==> config.mk <==
export PLATFORM = sky130hd
export DESIGN_NAME = vga_timing_param_flat
export DESIGN_NICKNAME = d
export VERILOG_FILES = /design/src/rtl/vga_timing_param_if.sv /design/src/rtl/vga_timing_param.sv /design/src/flat_wrapper.sv
export SDC_FILE = /design/constraint.sdc
export NUM_CORES = 1
export LEC_CHECK = 0
export BUFFER_PORTS_ARGS = -buffer_cell sky130_fd_sc_hd__buf_2
export CAP_MARGIN = 20
export CORE_MARGIN = 2
export CORE_UTILIZATION = 61
export CTS_BUF_LIST = sky130_fd_sc_hd__clkbuf_8
export CTS_CLUSTER_DIAMETER = 80
export DETAILED_ROUTE_END_ITERATION = 8
export HOLD_SLACK_MARGIN = 0.12
export PLACE_DENSITY = 0.87
export SYNTH_ARGS = -nofsm -noshare
export SYNTH_HDL_FRONTEND = slang
export SYNTH_SLANG_ARGS = --single-unit
==> constraint.sdc <==
create_clock -name clk -period 4.1 [get_ports clk]
set_clock_uncertainty 0.1 [all_clocks]
set_input_delay 0.82 -clock clk [delete_from_list [all_inputs] [get_ports clk]]
set_output_delay 0.82 -clock clk [all_outputs]
set_load 0.01 [all_outputs]
==> src/rtl/vga_timing_param_if.sv <==
// Timing-generator port bundle: the generator (master) takes en/restart and drives counters, flags and strobes.
// The drawing pipeline (slave) consumes the registered timing outputs.
interface vga_timing_param_if #(
    parameter int CNT_W = 11
);
    logic             en;
    logic             restart;
    logic [CNT_W-1:0] hcount;
    logic [CNT_W-1:0] vcount;
    logic             hblnk;
    logic             vblnk;
    logic             hsync;
    logic             vsync;
    logic             de;
    logic             line_start;
    logic             frame_start;

    modport master (
        input  en, restart,
        output hcount, vcount, hblnk, vblnk, hsync, vsync, de, line_start, frame_start
    );

    modport slave (
        output en, restart,
        input  hcount, vcount, hblnk, vblnk, hsync, vsync, de, line_start, frame_start
    );
endinterface

==> src/rtl/vga_timing_param.sv <==
// Parametrised VGA timing generator: pixel/line counters with blanking, sync, de and line/frame strobes.
// Outputs registered from next-count (aligned with hcount/vcount); en=0 freezes everything, restart wins over en.
module vga_timing_param #(
    parameter int H_ACTIVE = 800,
    parameter int H_FP     = 40,
    parameter int H_SYNC   = 128,
    parameter int H_BP     = 88,
    parameter int V_ACTIVE = 600,
    parameter int V_FP     = 1,
    parameter int V_SYNC   = 4,
    parameter int V_BP     = 23,
    parameter bit H_POL    = 1'b1,
    parameter bit V_POL    = 1'b1,
    parameter int CNT_W    = 11
) (
    input  logic                 clk,
    input  logic                 rst_n,
    vga_timing_param_if.master   tim_if
);
    localparam int HT  = H_ACTIVE + H_FP + H_SYNC + H_BP;
    localparam int VT  = V_ACTIVE + V_FP + V_SYNC + V_BP;
    localparam int HS0 = H_ACTIVE + H_FP;
    localparam int HS1 = HS0 + H_SYNC;
    localparam int VS0 = V_ACTIVE + V_FP;
    localparam int VS1 = VS0 + V_SYNC;

    localparam logic [CNT_W-1:0] H_LAST = CNT_W'(HT - 1);
    localparam logic [CNT_W-1:0] V_LAST = CNT_W'(VT - 1);
    localparam logic [CNT_W-1:0] H_ACT  = CNT_W'(H_ACTIVE);
    localparam logic [CNT_W-1:0] V_ACT  = CNT_W'(V_ACTIVE);
    localparam logic [CNT_W-1:0] H_S0   = CNT_W'(HS0);
    localparam logic [CNT_W-1:0] H_S1   = CNT_W'(HS1);
    localparam logic [CNT_W-1:0] V_S0   = CNT_W'(VS0);
    localparam logic [CNT_W-1:0] V_S1   = CNT_W'(VS1);
    localparam logic [CNT_W-1:0] ONE    = CNT_W'(1);

    logic [CNT_W-1:0] hcount_q, hcount_d;
    logic [CNT_W-1:0] vcount_q, vcount_d;
    logic             hblnk_q, hblnk_d;
    logic             vblnk_q, vblnk_d;
    logic             hsync_q, hsync_d;
    logic             vsync_q, vsync_d;
    logic             de_q, de_d;
    logic             line_start_q, line_start_d;
    logic             frame_start_q, frame_start_d;

    always_comb begin
        hcount_d      = hcount_q;
        vcount_d      = vcount_q;
        line_start_d  = 1'b0;
        frame_start_d = 1'b0;
        if (tim_if.restart) begin
            hcount_d      = '0;
            vcount_d      = '0;
            line_start_d  = 1'b1;
            frame_start_d = 1'b1;
        end else if (tim_if.en) begin
            if (hcount_q == H_LAST) begin
                hcount_d     = '0;
                line_start_d = 1'b1;
                if (vcount_q == V_LAST) begin
                    vcount_d      = '0;
                    frame_start_d = 1'b1;
                end else begin
                    vcount_d = vcount_q + ONE;
                end
            end else begin
                hcount_d = hcount_q + ONE;
            end
        end

        // Flags derive from the next count so they land in the same cycle as the count they describe.
        hblnk_d = (hcount_d >= H_ACT);
        vblnk_d = (vcount_d >= V_ACT);
        hsync_d = ((hcount_d >= H_S0) && (hcount_d < H_S1)) ? H_POL : ~H_POL;
        vsync_d = ((vcount_d >= V_S0) && (vcount_d < V_S1)) ? V_POL : ~V_POL;
        de_d    = ~hblnk_d & ~vblnk_d;
    end

    always_ff @(posedge clk or negedge rst_n) begin
        if (!rst_n) begin
            hcount_q      <= '0;
            vcount_q      <= '0;
            hblnk_q       <= 1'b0;
            vblnk_q       <= 1'b0;
            hsync_q       <= ~H_POL;
            vsync_q       <= ~V_POL;
            de_q          <= 1'b1;
            line_start_q  <= 1'b0;
            frame_start_q <= 1'b0;
        end else begin
            hcount_q      <= hcount_d;
            vcount_q      <= vcount_d;
            hblnk_q       <= hblnk_d;
            vblnk_q       <= vblnk_d;
            hsync_q       <= hsync_d;
            vsync_q       <= vsync_d;
            de_q          <= de_d;
            line_start_q  <= line_start_d;
            frame_start_q <= frame_start_d;
        end
    end

    assign tim_if.hcount      = hcount_q;
    assign tim_if.vcount      = vcount_q;
    assign tim_if.hblnk       = hblnk_q;
    assign tim_if.vblnk       = vblnk_q;
    assign tim_if.hsync       = hsync_q;
    assign tim_if.vsync       = vsync_q;
    assign tim_if.de          = de_q;
    assign tim_if.line_start  = line_start_q;
    assign tim_if.frame_start = frame_start_q;
endmodule

==> src/flat_wrapper.sv <==
// flat-port wrapper written by rule: the top's interface ports become plain ports
module vga_timing_param_flat 
#(
    parameter int H_ACTIVE = 800,
    parameter int H_FP     = 40,
    parameter int H_SYNC   = 128,
    parameter int H_BP     = 88,
    parameter int V_ACTIVE = 600,
    parameter int V_FP     = 1,
    parameter int V_SYNC   = 4,
    parameter int V_BP     = 23,
    parameter bit H_POL    = 1'b1,
    parameter bit V_POL    = 1'b1,
    parameter int CNT_W    = 11
)
  (clk, rst_n, tim_if_en, tim_if_restart, tim_if_hcount, tim_if_vcount, tim_if_hblnk, tim_if_vblnk, tim_if_hsync, tim_if_vsync, tim_if_de, tim_if_line_start, tim_if_frame_start);
  vga_timing_param_if #(.CNT_W(CNT_W)) tim_if_i ();
  input  logic clk;
  input  logic rst_n;
  input wire logic [$bits(tim_if_i.en)-1:0] tim_if_en;
  input wire logic [$bits(tim_if_i.restart)-1:0] tim_if_restart;
  output wire logic [$bits(tim_if_i.hcount)-1:0] tim_if_hcount;
  output wire logic [$bits(tim_if_i.vcount)-1:0] tim_if_vcount;
  output wire logic [$bits(tim_if_i.hblnk)-1:0] tim_if_hblnk;
  output wire logic [$bits(tim_if_i.vblnk)-1:0] tim_if_vblnk;
  output wire logic [$bits(tim_if_i.hsync)-1:0] tim_if_hsync;
  output wire logic [$bits(tim_if_i.vsync)-1:0] tim_if_vsync;
  output wire logic [$bits(tim_if_i.de)-1:0] tim_if_de;
  output wire logic [$bits(tim_if_i.line_start)-1:0] tim_if_line_start;
  output wire logic [$bits(tim_if_i.frame_start)-1:0] tim_if_frame_start;
  assign tim_if_i.en = tim_if_en;
  assign tim_if_i.restart = tim_if_restart;
  assign tim_if_hcount = tim_if_i.hcount;
  assign tim_if_vcount = tim_if_i.vcount;
  assign tim_if_hblnk = tim_if_i.hblnk;
  assign tim_if_vblnk = tim_if_i.vblnk;
  assign tim_if_hsync = tim_if_i.hsync;
  assign tim_if_vsync = tim_if_i.vsync;
  assign tim_if_de = tim_if_i.de;
  assign tim_if_line_start = tim_if_i.line_start;
  assign tim_if_frame_start = tim_if_i.frame_start;
  vga_timing_param #(.H_ACTIVE(H_ACTIVE), .H_FP(H_FP), .H_SYNC(H_SYNC), .H_BP(H_BP), .V_ACTIVE(V_ACTIVE), .V_FP(V_FP), .V_SYNC(V_SYNC), .V_BP(V_BP), .H_POL(H_POL), .V_POL(V_POL), .CNT_W(CNT_W)) u_core (.clk(clk), .rst_n(rst_n), .tim_if(tim_if_i));
endmodule
==> Yosys cells after proc, flatten, opt, wreduce, memory -nomap -nowiden <==
Cells that the tools add are included.
{ "totals": {"register_bits": 29, "out_inout_bits": 29, "inputBits": 4} }
{ "op_classes": {"bitwise": 3, "n_mux": 16, "n_addsub": 2, "eq_ne": 2, "n_lt_le_gt_ge": 6, "reduce_logical": 2} }
{ "ops": {"columns": ["cell", "count"], "rows": [
  ["2-to-1 mux 11 bit", 7],
  [">= comparator 11 x 10 -> 1 bit (second input constant)", 4],
  ["adder 11 x 1 -> 11 bit (second input constant)", 2],
  ["< comparator 11 x 10 -> 1 bit (second input constant)", 2],
  ["== test 11 x 10 -> 1 bit (second input constant)", 1],
  ["== test 11 bit (second input constant)", 1],
  ["2-to-1 mux 1 bit", 9],
  ["logical AND 1 bit", 2],
  ["inverter 1 bit", 2],
  ["AND 1 bit", 1]
]} }

==> Logic depth before layout (Yosys ltp) <==
{ "depth": {"word_depth": 8, "depth_mapped": 10} }

==> Worst setup path before layout <==
Ideal clock, no wire load.
{ "synth_timing": {"kind": "input to register", "start": "input port tim_if_en", "end": "register u_core.de_q, in the netlist u_core.tim_if.de", "path_stages": 8, "required_ns": 3.921, "setup_slack_ns": 1.234, "setup_time_ns": 0.079, "arrival_time_ns": 2.687, "path_buffers": 1, "cell_sequence": "clkbuf_1 nand4_1 or3_4 and3b_2 mux2_4 o21a_1 o21a_1 o211a_1"} }
{ "synth_between": {"elab_chain_cells": 5} }
{ "synth_lines": {"columns": ["item", "line_no", "text"], "rows": [
  ["start, declared", "flat_wrapper.sv:20", "input wire logic [$bits(tim_if_i.en)-1:0] tim_if_en;"],
  ["2-to-1 mux 11 bit", "vga_timing_param.sv:57", "end else if (tim_if.en) begin"],
  ["2-to-1 mux 11 bit", "vga_timing_param.sv:52", "if (tim_if.restart) begin"],
  [">= comparator 11 x 10 -> 1 bit (on tied branches)", "vga_timing_param.sv:73, vga_timing_param.sv:74", null],
  ["inverter 1 bit", "vga_timing_param.sv:77", "de_d = ~hblnk_d & ~vblnk_d;"],
  ["AND 1 bit *", "vga_timing_param.sv:77", null],
  ["net u_core.de_d", "vga_timing_param.sv:43", "logic de_q, de_d;"],
  ["end signal, assigned", "vga_timing_param.sv:88", "de_q <= 1'b1;"],
  ["end signal, assigned", "vga_timing_param.sv:98", "de_q <= de_d;"],
  ["end, declared", "vga_timing_param.sv:43", null]
]} }
Mark *: on every way through the listed nets, which the timed path passes. The rest lies on a longest branch.

==> Worst setup path after layout <==
{ "layout_timing": {"start": "register u_core.hcount_q[0], in the netlist u_core.tim_if.hcount[0]", "end": "register u_core.de_q, in the netlist u_core.tim_if.de"} }
{ "layout_between": {"elab_chain_cells": 7} }
{ "layout_lines": {"columns": ["item", "line_no", "text"], "rows": [
  ["start, declared", "vga_timing_param.sv:37", "logic [CNT_W-1:0] hcount_q, hcount_d;"],
  ["start signal, assigned", "vga_timing_param.sv:92", "hcount_q <= hcount_d;"],
  ["adder 11 x 1 -> 11 bit / == test 11 bit (equally long branches)", "vga_timing_param.sv:68, vga_timing_param.sv:58", null],
  ["2-to-1 mux 11 bit", "vga_timing_param.sv:58", "if (hcount_q == H_LAST) begin"],
  ["2-to-1 mux 11 bit", "vga_timing_param.sv:57", null],
  ["2-to-1 mux 11 bit", "vga_timing_param.sv:52", null],
  [">= comparator 11 x 10 -> 1 bit (on tied branches)", "vga_timing_param.sv:73, vga_timing_param.sv:74", null],
  ["inverter 1 bit", "vga_timing_param.sv:77", null],
  ["AND 1 bit *", "vga_timing_param.sv:77", null],
  ["net u_core.de_d", "vga_timing_param.sv:43", null]
]} }
Marks and branches as above.

==> key figures <==
Setup path
  • Nature of the critical path endpoint: flip-flop
  • Crit. Startpoint: u_core.tim_if.hcount[0]
  • Critical Path Source Type: flip-flop
  • WS Path Type: reg -> reg
  • CP Data Required Time: 4.21 ns
  • Critical Path Stages: 8
  • Critical-path cell list: ha_1, or4b_4, or3_4, and3b_2, mux2_4, o21a_1, o21a_1, o211a_1
  • Crit-path most repeated cell: o21a_1
  • R2r setup slk: 1.32 ns
  • CP max FO: 5
  • CP max stage cell: or4b_4
  • Crit path max-delay family: simple AND/OR/NAND/NOR gates
  • Buffer and inverter count on the worst path: 0
  • Critical R2R Launch: u_core.tim_if.hcount[0]
  • Slowest stage delay, CP: 0.51 ns
  • R2R depth: 8
  • Crit path DAT: 2.90 ns

Synthesis
  • Sequential element share of the synthesized area: 44.4%
  • Syn. warnings: 0
  • Commonest cells post-synth: dfrtp_1 (28), nor2_1 (27), nand2_1 (12), xnor2_1 (11), nand4_1 (10)
  • Yosys cell types: 44
  • Post-synth EDFFs: 0
  • Mapped Area: 0.00164 sq mm
  • Area share of the largest cell type after synthesis: 42.8%
  • Syn_area_per_cell: 9.41 sq um
  • Synth Net Count: 180
  • FF+latch count, synth: 29
  • Synth area leader: dfrtp_1
  • Synth area leaders: dfrtp_1 (43%), nor2_1 (6.2%), xnor2_1 (5.9%), xor2_1 (4.8%), nand4_1 (3.8%)
  • Cell count after synthesis: 174
  • Cell with the most instances after synthesis: dfrtp_1
  • Share of synthesized registers carrying an async set or reset: 100%
  • Ys flop type: dfrtp_1

Placed design
  • Placer Congestion: 0.876
  • DP Worst Slack: 1.25 ns
  • DP Wirelength: 2680 um
  • IO Port Bufs: 32

Cells and area
  • Share of layout cells above drive strength 1: 22.8%
  • N_diodes: 0
  • Layout fillers: 184
  • Final nets: 211
  • Final Util: 75.3%
  • Area growth syn-to-layout: 15.0%

Timing
  • Period utilization: 67.9%
  • Peak Freq: 359 MHz
  • PnR worst setup slack: 1.32 ns
  • Final setup fails: 0
  • RSZ-0062 raised after global routing: no
  • Hold Violations, Final: 0
  • Min Tclk post-route: 2.78 ns
  • Final slew viol count: 0
  • Worst slew pin tran: 0.620 ns
  • Setup TNS: 0 ns
  • Rel. slew slack: 58.7%

Drt
  • Drt first pass iters: 4
  • Via density: 6.12
  • WL/cell: 16.1 um
  • Vias post-DR: 1444
  • Drt total wl: 3790 um
  • DRC: 0
  • Number of DRC markers in iteration 0: 36
  • Antenna Violating Nets Remaining: 0

Floorplan
  • Die area: 0.00311 sq mm
  • Die Ht: 55.8 um
  • Core Area: 0.00250 sq mm
  • # IOs: 33
  • Starting Density: 65.5%
  • Die X-Extent: 55.8 um
  • Site row count: 18

Global routing
  • Initial antenna violation count: 0
  • Global Route Usage Sum: 27.2%
  • Pin count of the biggest net entering global routing: 30
  • Vias in the first global route: 1424
  • Total grt overflow: 0
  • First-pass GRT wire length: 6510 um

Clock network
  • # resized after CTS: 0
  • TritonCTS clock tree: yes
  • Clk pin slew, worst setup/hold paths: 0.06 ns
  • Clock Tree Buf Depth: 2
  • Htree depth: 2
  • Clk sinks: 29
  • Clock Latency Late Sink: 0.28 ns
  • Hold buffer count at CTS: 0
  • TritonCTS Buffers: 5
  • CTS root buffer: clkbuf_8
  • Setup bufs post-CTS: 0

Power and ir drop
  • Logic pwr share: 5.6%
  • Internal Power: 0.414 mW
  • Final Total Pwr: 0.541 mW
  • Sw Share: 23.4%
  • Sequential share of power: 54.5%
  • Power per standard cell area: 288 mW/mm^2
  • P_leak: 0.896 nW
  • Worst vdd ir: 0.323 mV
  • Switching power: 0.127 mW
  • Clock power share: 39.9%

Outcome
  • Status: complete, no violations

Run
  • Max-cap violations: 0

Worst hold path
  • Worst min path class: in -> async
## final cells by class
cell class                      instances  area (sq um)  area share, %
Multi-Input combinational cell        133           860           45.7
Sequential cell                        29           727           38.6
Timing Repair Buffer                   32           160           8.51
Clock buffer                            5          68.8           3.66
Tap cell                               30          37.5           1.99
Inverter                                4          15.0          0.798
Clock inverter                          3          13.8          0.731
## worst paths after layout
| path | to |
|---|---|
| worst max-delay path | u_core.tim_if.de |
| worst min-delay path | u_core.tim_if.frame_start |
| worst max register to register | u_core.tim_if.de |
| worst min register to register | u_core.tim_if.hcount[1] |
| max in group asynchronous | u_core.tim_if.hcount[8] |
| min in group clk | u_core.tim_if.hcount[1] |
## layout by cell type (no fill, tap or decap), types with 2 or more instances in the layout
cell type and n:
and3_1 5, nand4_1 10, and4_1 3, nand3_1 4, o31ai_1 3, nand2_1 12, xnor2_1 11, dfrtp_1 28
nor3b_1 3, nor3_1 3, o21a_1 3, xor2_1 9, inv_1 5, a31oi_1 2, clkinv_2 2, o211ai_1 2
or3_1 2, o21ai_0 6, a21oi_1 6, buf_2 32, clkbuf_8 5, ha_1 2, nor2_1 27
## layer usage
metal	routed length (um)	GRT usage (%)	vias up	part of all wire, %
met5	0	0	-	0
met4	112	12.5	0	3.0
met3	188	8.14	14	5.0
met2	1950	45.2	50	52
met1	1530	32.2	695	40
li1	-	-	685	-
## sequential cells by signal, indices dropped and copies added, names as in the netlist
register	count
u_core.tim_if.de	1
u_core.tim_if.frame_start	1
u_core.tim_if.hblnk	1
u_core.tim_if.hcount	11
u_core.tim_if.hsync	1
u_core.tim_if.line_start	1
u_core.tim_if.vblnk	1
u_core.tim_if.vcount	11
u_core.tim_if.vsync	1
## logic make-up (layout without fill, tap and decap cells)
logic type                 after synthesis  count (layout)  synth area share (%)
adders and majority gates                2               2                  1.53
DFF                                     29              29                  44.4
and+or+nand+nor                         80              80                  26.9
AOI/OAI and AO/OA                       29              29                  11.9
buffers and inverters                   12              44                  3.06
xor gates and xnor gates                20              20                  10.7
muxes                                    2               2                  1.53
## through the flow
stage | std cells | area, sq um | hold WS [ns]
after global placement | 228 | 1800 | 0.481
final | 236 | 1880 | 0.454
after floorplan | 174 | 1640 | 0.424
after CTS | 236 | 1880 | 0.470
after global routing | 236 | 1880 | 0.520
after detailed placement | 228 | 1800 | 0.489
## power by group through the flow
| stage | Clock [mW] | Combinational [mW] | Sequential, mW |
|---|---|---|---|
| floorplan | 0 | 0.0144 | 0.301 |
| global placement | 0 | 0.0284 | 0.299 |
| detailed placement | 0 | 0.0294 | 0.300 |
| CTS | 0.222 | 0.0304 | 0.295 |
| global route | 0.238 | 0.0342 | 0.295 |
| finish | 0.216 | 0.0301 | 0.295 |
Power figures use the tool's default switching activity.
